**src/rtl/reg_scoreboard.sv**
```systemverilog
// Register scoreboard: counts issued-but-not-retired writes per register and flags RAW hazards to decode.
// Latency: hazard/stall outputs are combinational from current state; counts update on the rising edge.
// Backpressure: stall holds decode on a busy source or a saturated destination counter.
module reg_scoreboard #(
    parameter int ADDR_LEN = 4,
    parameter int NUM_REGS = 16,
    parameter int CNT_W    = 2,
    parameter int OUT_W    = 6
) (
    input  logic                clk,
    input  logic                rst,
    input  logic                issue_valid,
    input  logic                issue_wb_en,
    input  logic [ADDR_LEN-1:0] issue_dest,
    input  logic [ADDR_LEN-1:0] src1,
    input  logic [ADDR_LEN-1:0] src2,
    input  logic                src1_used,
    input  logic                src2_used,
    input  logic                wb_en,
    input  logic [ADDR_LEN-1:0] wb_dest,
    input  logic                flush,
    output logic                stall,
    output logic                busy1,
    output logic                busy2,
    output logic [OUT_W-1:0]    outstanding,
    output logic                err
);

    localparam logic [CNT_W-1:0] CNT_MAX  = '1;
    localparam logic [CNT_W-1:0] CNT_ONE  = CNT_W'(1);
    localparam logic [CNT_W-1:0] CNT_ZERO = '0;

    logic [CNT_W-1:0] cnt     [NUM_REGS];
    logic [CNT_W-1:0] cnt_nxt [NUM_REGS];

    logic [CNT_W-1:0] cnt_s1;
    logic [CNT_W-1:0] cnt_s2;
    logic [CNT_W-1:0] cnt_dst;
    logic [CNT_W-1:0] cnt_wb;
    logic             wb_live;
    logic             wb_dec;
    logic             underflow;
    logic             full_dest;
    logic             accept;

    assign cnt_s1  = cnt[src1];
    assign cnt_s2  = cnt[src2];
    assign cnt_dst = cnt[issue_dest];
    assign cnt_wb  = cnt[wb_dest];

    // A writeback that is not squashed by flush and not aimed at the zero register.
    assign wb_live   = wb_en && (wb_dest != '0) && !flush;
    assign wb_dec    = wb_live && (cnt_wb != CNT_ZERO);
    assign underflow = wb_live && (cnt_wb == CNT_ZERO);

    // The register file writes on the falling edge, so the last pending write retiring now is readable.
    assign busy1 = src1_used && (src1 != '0) && (cnt_s1 != CNT_ZERO)
                   && !(wb_live && (wb_dest == src1) && (cnt_s1 == CNT_ONE));
    assign busy2 = src2_used && (src2 != '0) && (cnt_s2 != CNT_ZERO)
                   && !(wb_live && (wb_dest == src2) && (cnt_s2 == CNT_ONE));

    assign full_dest = issue_wb_en && (issue_dest != '0) && (cnt_dst == CNT_MAX)
                       && !(wb_live && (wb_dest == issue_dest));

    assign stall  = issue_valid && (busy1 || busy2 || full_dest);
    assign accept = issue_valid && !stall && !flush && issue_wb_en && (issue_dest != '0);

    always_comb begin
        for (int r = 0; r < NUM_REGS; r++) begin
            cnt_nxt[r] = cnt[r];
            if (flush || r == 0) begin
                cnt_nxt[r] = CNT_ZERO;
            end else begin
                unique case ({accept && (issue_dest == ADDR_LEN'(r)),
                              wb_dec && (wb_dest == ADDR_LEN'(r))})
                    2'b10:   cnt_nxt[r] = cnt[r] + CNT_ONE;
                    2'b01:   cnt_nxt[r] = cnt[r] - CNT_ONE;
                    default: cnt_nxt[r] = cnt[r];
                endcase
            end
        end
    end

    always_ff @(posedge clk or negedge rst) begin
        if (!rst) begin
            for (int r = 0; r < NUM_REGS; r++) begin
                cnt[r] <= CNT_ZERO;
            end
        end else begin
            for (int r = 0; r < NUM_REGS; r++) begin
                cnt[r] <= cnt_nxt[r];
            end
        end
    end

    always_ff @(posedge clk or negedge rst) begin
        if (!rst) begin
            outstanding <= '0;
        end else if (flush) begin
            outstanding <= '0;
        end else begin
            unique case ({accept, wb_dec})
                2'b10:   outstanding <= outstanding + OUT_W'(1);
                2'b01:   outstanding <= outstanding - OUT_W'(1);
                default: outstanding <= outstanding;
            endcase
        end
    end

    // Sticky until reset; flush does not clear a protocol error.
    always_ff @(posedge clk or negedge rst) begin
        if (!rst) begin
            err <= 1'b0;
        end else if (underflow) begin
            err <= 1'b1;
        end
    end

endmodule
```
**config.mk**
```make
export PLATFORM = sky130hd
export DESIGN_NAME = reg_scoreboard
export DESIGN_NICKNAME = d
export VERILOG_FILES = /design/src/rtl/reg_scoreboard.sv
export SDC_FILE = /design/constraint.sdc
export NUM_CORES = 1
export LEC_CHECK = 0
export CAP_MARGIN = 20
export CORE_UTILIZATION = 59
export DETAILED_ROUTE_END_ITERATION = 10
export PLACE_DENSITY_LB_ADDON = 0.15
export SYNTH_ARGS = -nofsm -noshare
export SYNTH_HDL_FRONTEND = slang
export SYNTH_SLANG_ARGS = --single-unit
```
**constraint.sdc**
```tcl
create_clock -name clk -period 4.28 [get_ports clk]
set_clock_uncertainty 0.2 [all_clocks]
set_input_delay 1.07 -clock clk [delete_from_list [all_inputs] [get_ports clk]]
set_output_delay 1.07 -clock clk [all_outputs]
set_load 0.01 [all_outputs]
```
==> results.md <==
GRT:
- The wire length of the first global-routing pass is 18300 µm.
- The largest net degree at the start of global routing is 40.
- The number of global-route vias before repair is 3629.
- The overall track demand over capacity in global routing is 0.382.
- The initial antenna violation count was 0.
- The final global-route overflow total is 0.

Setup path:
- The number of cells traversed by the worst register-to-register path is 16.
- STA classifies the critical path endpoint as an output pin.
- The largest fanout of any net on the critical path is 5.
- STA puts the critical path data required time at 3010 ps.
- The worst-case register-to-register setup slack is 540 ps.
- The worst setup path is launched from an input pin.
- The critical path arrival is 3010 ps.
- The reg-to-reg startpoint is cnt[2].
- The capture point of the worst reg-to-reg path is outstanding[5].
- The class of the most critical setup path is in2out.

Die:
- The die is 80.2 µm tall.
- In this run the count of I/O pins placed on the die edge is 34.
- The initialized floorplan defines 28 standard-cell rows.
- The core region is 5920 µm².
- For this configuration, the core starts out at a cell density of 0.609.
- The die is 80.2 µm wide.
- The die covers 6420 µm².

Routing:
- The routed via count is 3828.
- The final wirelength is 11600 µm.
- The detail-routed via count per cell is 6.76.
- In the final routed layout, each cell accounts on average for 20.5 µm.
- The remaining number of nets flagged by the antenna check after routing is 0.
- For this run, the detailed router's first-pass iteration total came to 5.
- The DRC violations left is 0.
- The iteration-0 DRC count of the detailed router is 514.

Logic synthesis:
- The yosys synthesis warning count is 0.
- The net count of the mapped netlist is 425.
- After synthesis, the share of flip-flops with an asynchronous set or reset is 1.00.
- The sequential area share after synthesis is 0.257.
- Summing every instance area after synthesis gives 3600 µm².
- The fraction of synthesized cell area taken by the top area cell type is 0.257.
- After technology mapping, the gate count stands at 396.
- The predominant post-synthesis flop cell is sky130_fd_sc_hd__dfrtp_1.
- After synthesis, the cell types taking the most area are sky130_fd_sc_hd__dfrtp_1, sky130_fd_sc_hd__mux4_2, sky130_fd_sc_hd__xor2_1, sky130_fd_sc_hd__mux2i_1, sky130_fd_sc_hd__xnor2_1.
- The number of distinct standard cells referenced by the synthesized netlist is 70.
- The mean post-synth cell area is 9.10 µm².
- Counting flops with a built-in enable in the synthesized netlist gives 0.
- Summed over all instances, the cell type with the most area after synthesis is sky130_fd_sc_hd__dfrtp_1.
- The synthesized flop and latch total is 37.

Clock network:
- CTS built an H-tree with a depth of 2.
- For this design, the CTS-stage hold fixing added 0 buffers.
- The tree built by TritonCTS fans out to 37 sinks.
- The clock tree root driver cell is sky130_fd_sc_hd__clkbuf_8.
- TritonCTS built the clock tree.
- The total clock buffers created by CTS is 5.
- The insertion delay of the later-clocked pin in the worst-skew pair is 300 ps.
- In this run the deepest clock path goes through 2 buffers.
- The clock edge transition at the registers on the reported setup and hold paths is 80 ps.

Worst hold path:
- The worst-case hold path end point is err.
- The source of the worst hold timing path is err.
- The number of stages on the worst hold path is 1.
- The worst min-delay path category is reg2reg.

Run:
- The number of violations of the max-capacitance limit is 0.

Timing:
- The achievable frequency is 234 MHz.
- The worst slew slack as a fraction of its limit is 0.381.
- The final hold violation count is 0.
- For the pin with the worst max-slew slack, the measured transition is 928 ps.
- The final count of pins violating max slew is 0.
- The worst-case hold slack is 268 ps.
- The final worst setup slack is 1.89 ps.
- The minimum clock period is 4280 ps.
- The total of endpoints with negative setup slack in the final report is 0.
- Setup repair after global routing could not meet its margin everywhere.
- The period utilization is 1.00.

Final layout:
- The layout net count is 519.
- Leaving out fill and tap cells, the most frequent cell in the layout is sky130_fd_sc_hd__buf_4.
- 0 antenna diodes ended up in the layout.
- The area growth from synthesis to layout is 30.1%.
- The library cells used most frequently in the layout, excluding fill and tap cells, are sky130_fd_sc_hd__buf_4, sky130_fd_sc_hd__dfrtp_1, sky130_fd_sc_hd__nor2_1.
- With fillers left out, the area of the finished cells amounts to 4690 µm².
- In the final layout, the share of cells above drive strength 1 is 0.318.

Placement:
- Summed over all nets, the half-perimeter wirelength after detailed placement is 7910 µm.
- The count of buffers added on input and output ports is 33.
- The global placement routability congestion is 0.987.
- The cell area after placement is 4360 µm².
- Prior to clock tree synthesis, the placed netlist has a worst setup slack of -808 ps.

Power:
- The total leakage power is 1.93 nW.
- The total power density per cell area is 189 nW/µm².
- Summing internal, switching and leakage power gives 885 µW.
- The worst-case IR drop observed on VDD is 0.149 mV.

Run status:
- The run finished with clean final reports.
-- kinds of logic (layout without fill, tap and decap cells) --
group | after synthesis | after routing | synth area share
AOI/OAI and AO/OA | 92 | 92 | 0.192
muxes | 32 | 32 | 0.143
and+or+nand+nor | 154 | 154 | 0.240
DFF | 37 | 37 | 0.257
buffers and inverters | 43 | 138 | 0.0684
xor gates and xnor gates | 33 | 33 | 0.0802
adders and majority gates | 5 | 5 | 0.0194
-- repair_timing --
item	CTS	global route
buffers inserted	15	7
resized for setup	48	11
gates cloned	1	0
pin swaps	20	11
hold endpoints to repair	0	0
endpoints found under the setup margin	6	4
-- worst max-delay path by stage --
| stage | start | end | slack (ps) | depth (start not counted) |
|---|---|---|---|---|
| global route | wb_dest[0] | outstanding[5] | -120 | 17 |
| detailed placement | src2[1] | outstanding[5] | -810 | 17 |
| finish | src1[1] | stall | 2 | 10 |
| global placement | src1[0] | outstanding[5] | -630 | 18 |
| floorplan | src1[1] | outstanding[5] | -40 | 16 |
| CTS | wb_dest[3] | outstanding[5] | 5 | 18 |
-- metrics by stage --
| step | setup TNS [ps] | utilization | cells |
|---|---|---|---|
| floorplan | -35.7 | - | 396 |
| global placement | -2870 | 0.737 | 535 |
| detailed placement | -3770 | 0.737 | 535 |
| CTS | 0 | 0.783 | 559 |
| global route | -209 | 0.792 | 566 |
| finish | 0 | 0.792 | 566 |
-- report_power, final --
group | switching [mW] | internal [mW] | total, mW
clock network | 0.137 | 0.113 | 0.250
logic | 0.139 | 0.129 | 0.268
registers | 0.0114 | 0.356 | 0.367
total | 0.287 | 0.598 | 0.885
-- metal layers --
layer / part of all wire / wire length [µm] / up-vias / GRT usage
li1: - / - / 1698 / -
met1: 0.39 / 4510 / 1807 / 0.503
met2: 0.45 / 5270 / 271 / 0.588
met3: 0.11 / 1260 / 52 / 0.0750
met4: 0.048 / 556 / 0 / 0.207
met5: 0 / 0 / - / 0
-- flip-flops by register name (all words and copies together) (netlist names) --
name,cells
cnt,30
err,1
outstanding,6
-- worst max-delay path: stages --
cell	delay (ps)
sky130_fd_sc_hd__buf_2	80
sky130_fd_sc_hd__buf_6	110
sky130_fd_sc_hd__mux4_2	490
sky130_fd_sc_hd__mux2_4	300
sky130_fd_sc_hd__o221ai_4	230
sky130_fd_sc_hd__buf_4	150
sky130_fd_sc_hd__buf_6	80
sky130_fd_sc_hd__nor2_1	50
sky130_fd_sc_hd__o21a_1	170
sky130_fd_sc_hd__dlygate4sd2_1	280
-- cells in the mapped netlist, types with 6 or more instances --
| cell type | number |
|---|---|
| sky130_fd_sc_hd__nor2_1 | 32 |
| sky130_fd_sc_hd__clkbuf_1 | 11 |
| sky130_fd_sc_hd__dfrtp_1 | 37 |
| sky130_fd_sc_hd__buf_4 | 8 |
| sky130_fd_sc_hd__inv_1 | 9 |
| sky130_fd_sc_hd__a31oi_1 | 11 |
| sky130_fd_sc_hd__xnor2_1 | 15 |
| sky130_fd_sc_hd__nand3_1 | 19 |
| sky130_fd_sc_hd__mux4_2 | 11 |
| sky130_fd_sc_hd__buf_2 | 7 |
| sky130_fd_sc_hd__a211oi_1 | 9 |
| sky130_fd_sc_hd__nand4_1 | 7 |
| sky130_fd_sc_hd__nand2_1 | 21 |
| sky130_fd_sc_hd__mux2i_1 | 14 |
| sky130_fd_sc_hd__buf_6 | 6 |
| sky130_fd_sc_hd__nor4_1 | 16 |
| sky130_fd_sc_hd__a41oi_1 | 7 |
| sky130_fd_sc_hd__nor3_1 | 17 |
| sky130_fd_sc_hd__and3_1 | 8 |
| sky130_fd_sc_hd__a21oi_1 | 18 |
| sky130_fd_sc_hd__o21ai_0 | 10 |
| sky130_fd_sc_hd__xor2_1 | 18 |
-- layout make-up --
class	count	area, µm²
clock buffer	6	72.6
multi-input combinational	316	2520
fill	383	1230
sequential	37	926
timing repair buffer	121	1030
inverter	9	37.5
tap	75	93.8
clock inverter	2	10.0
Power figures use the tool's default switching activity.
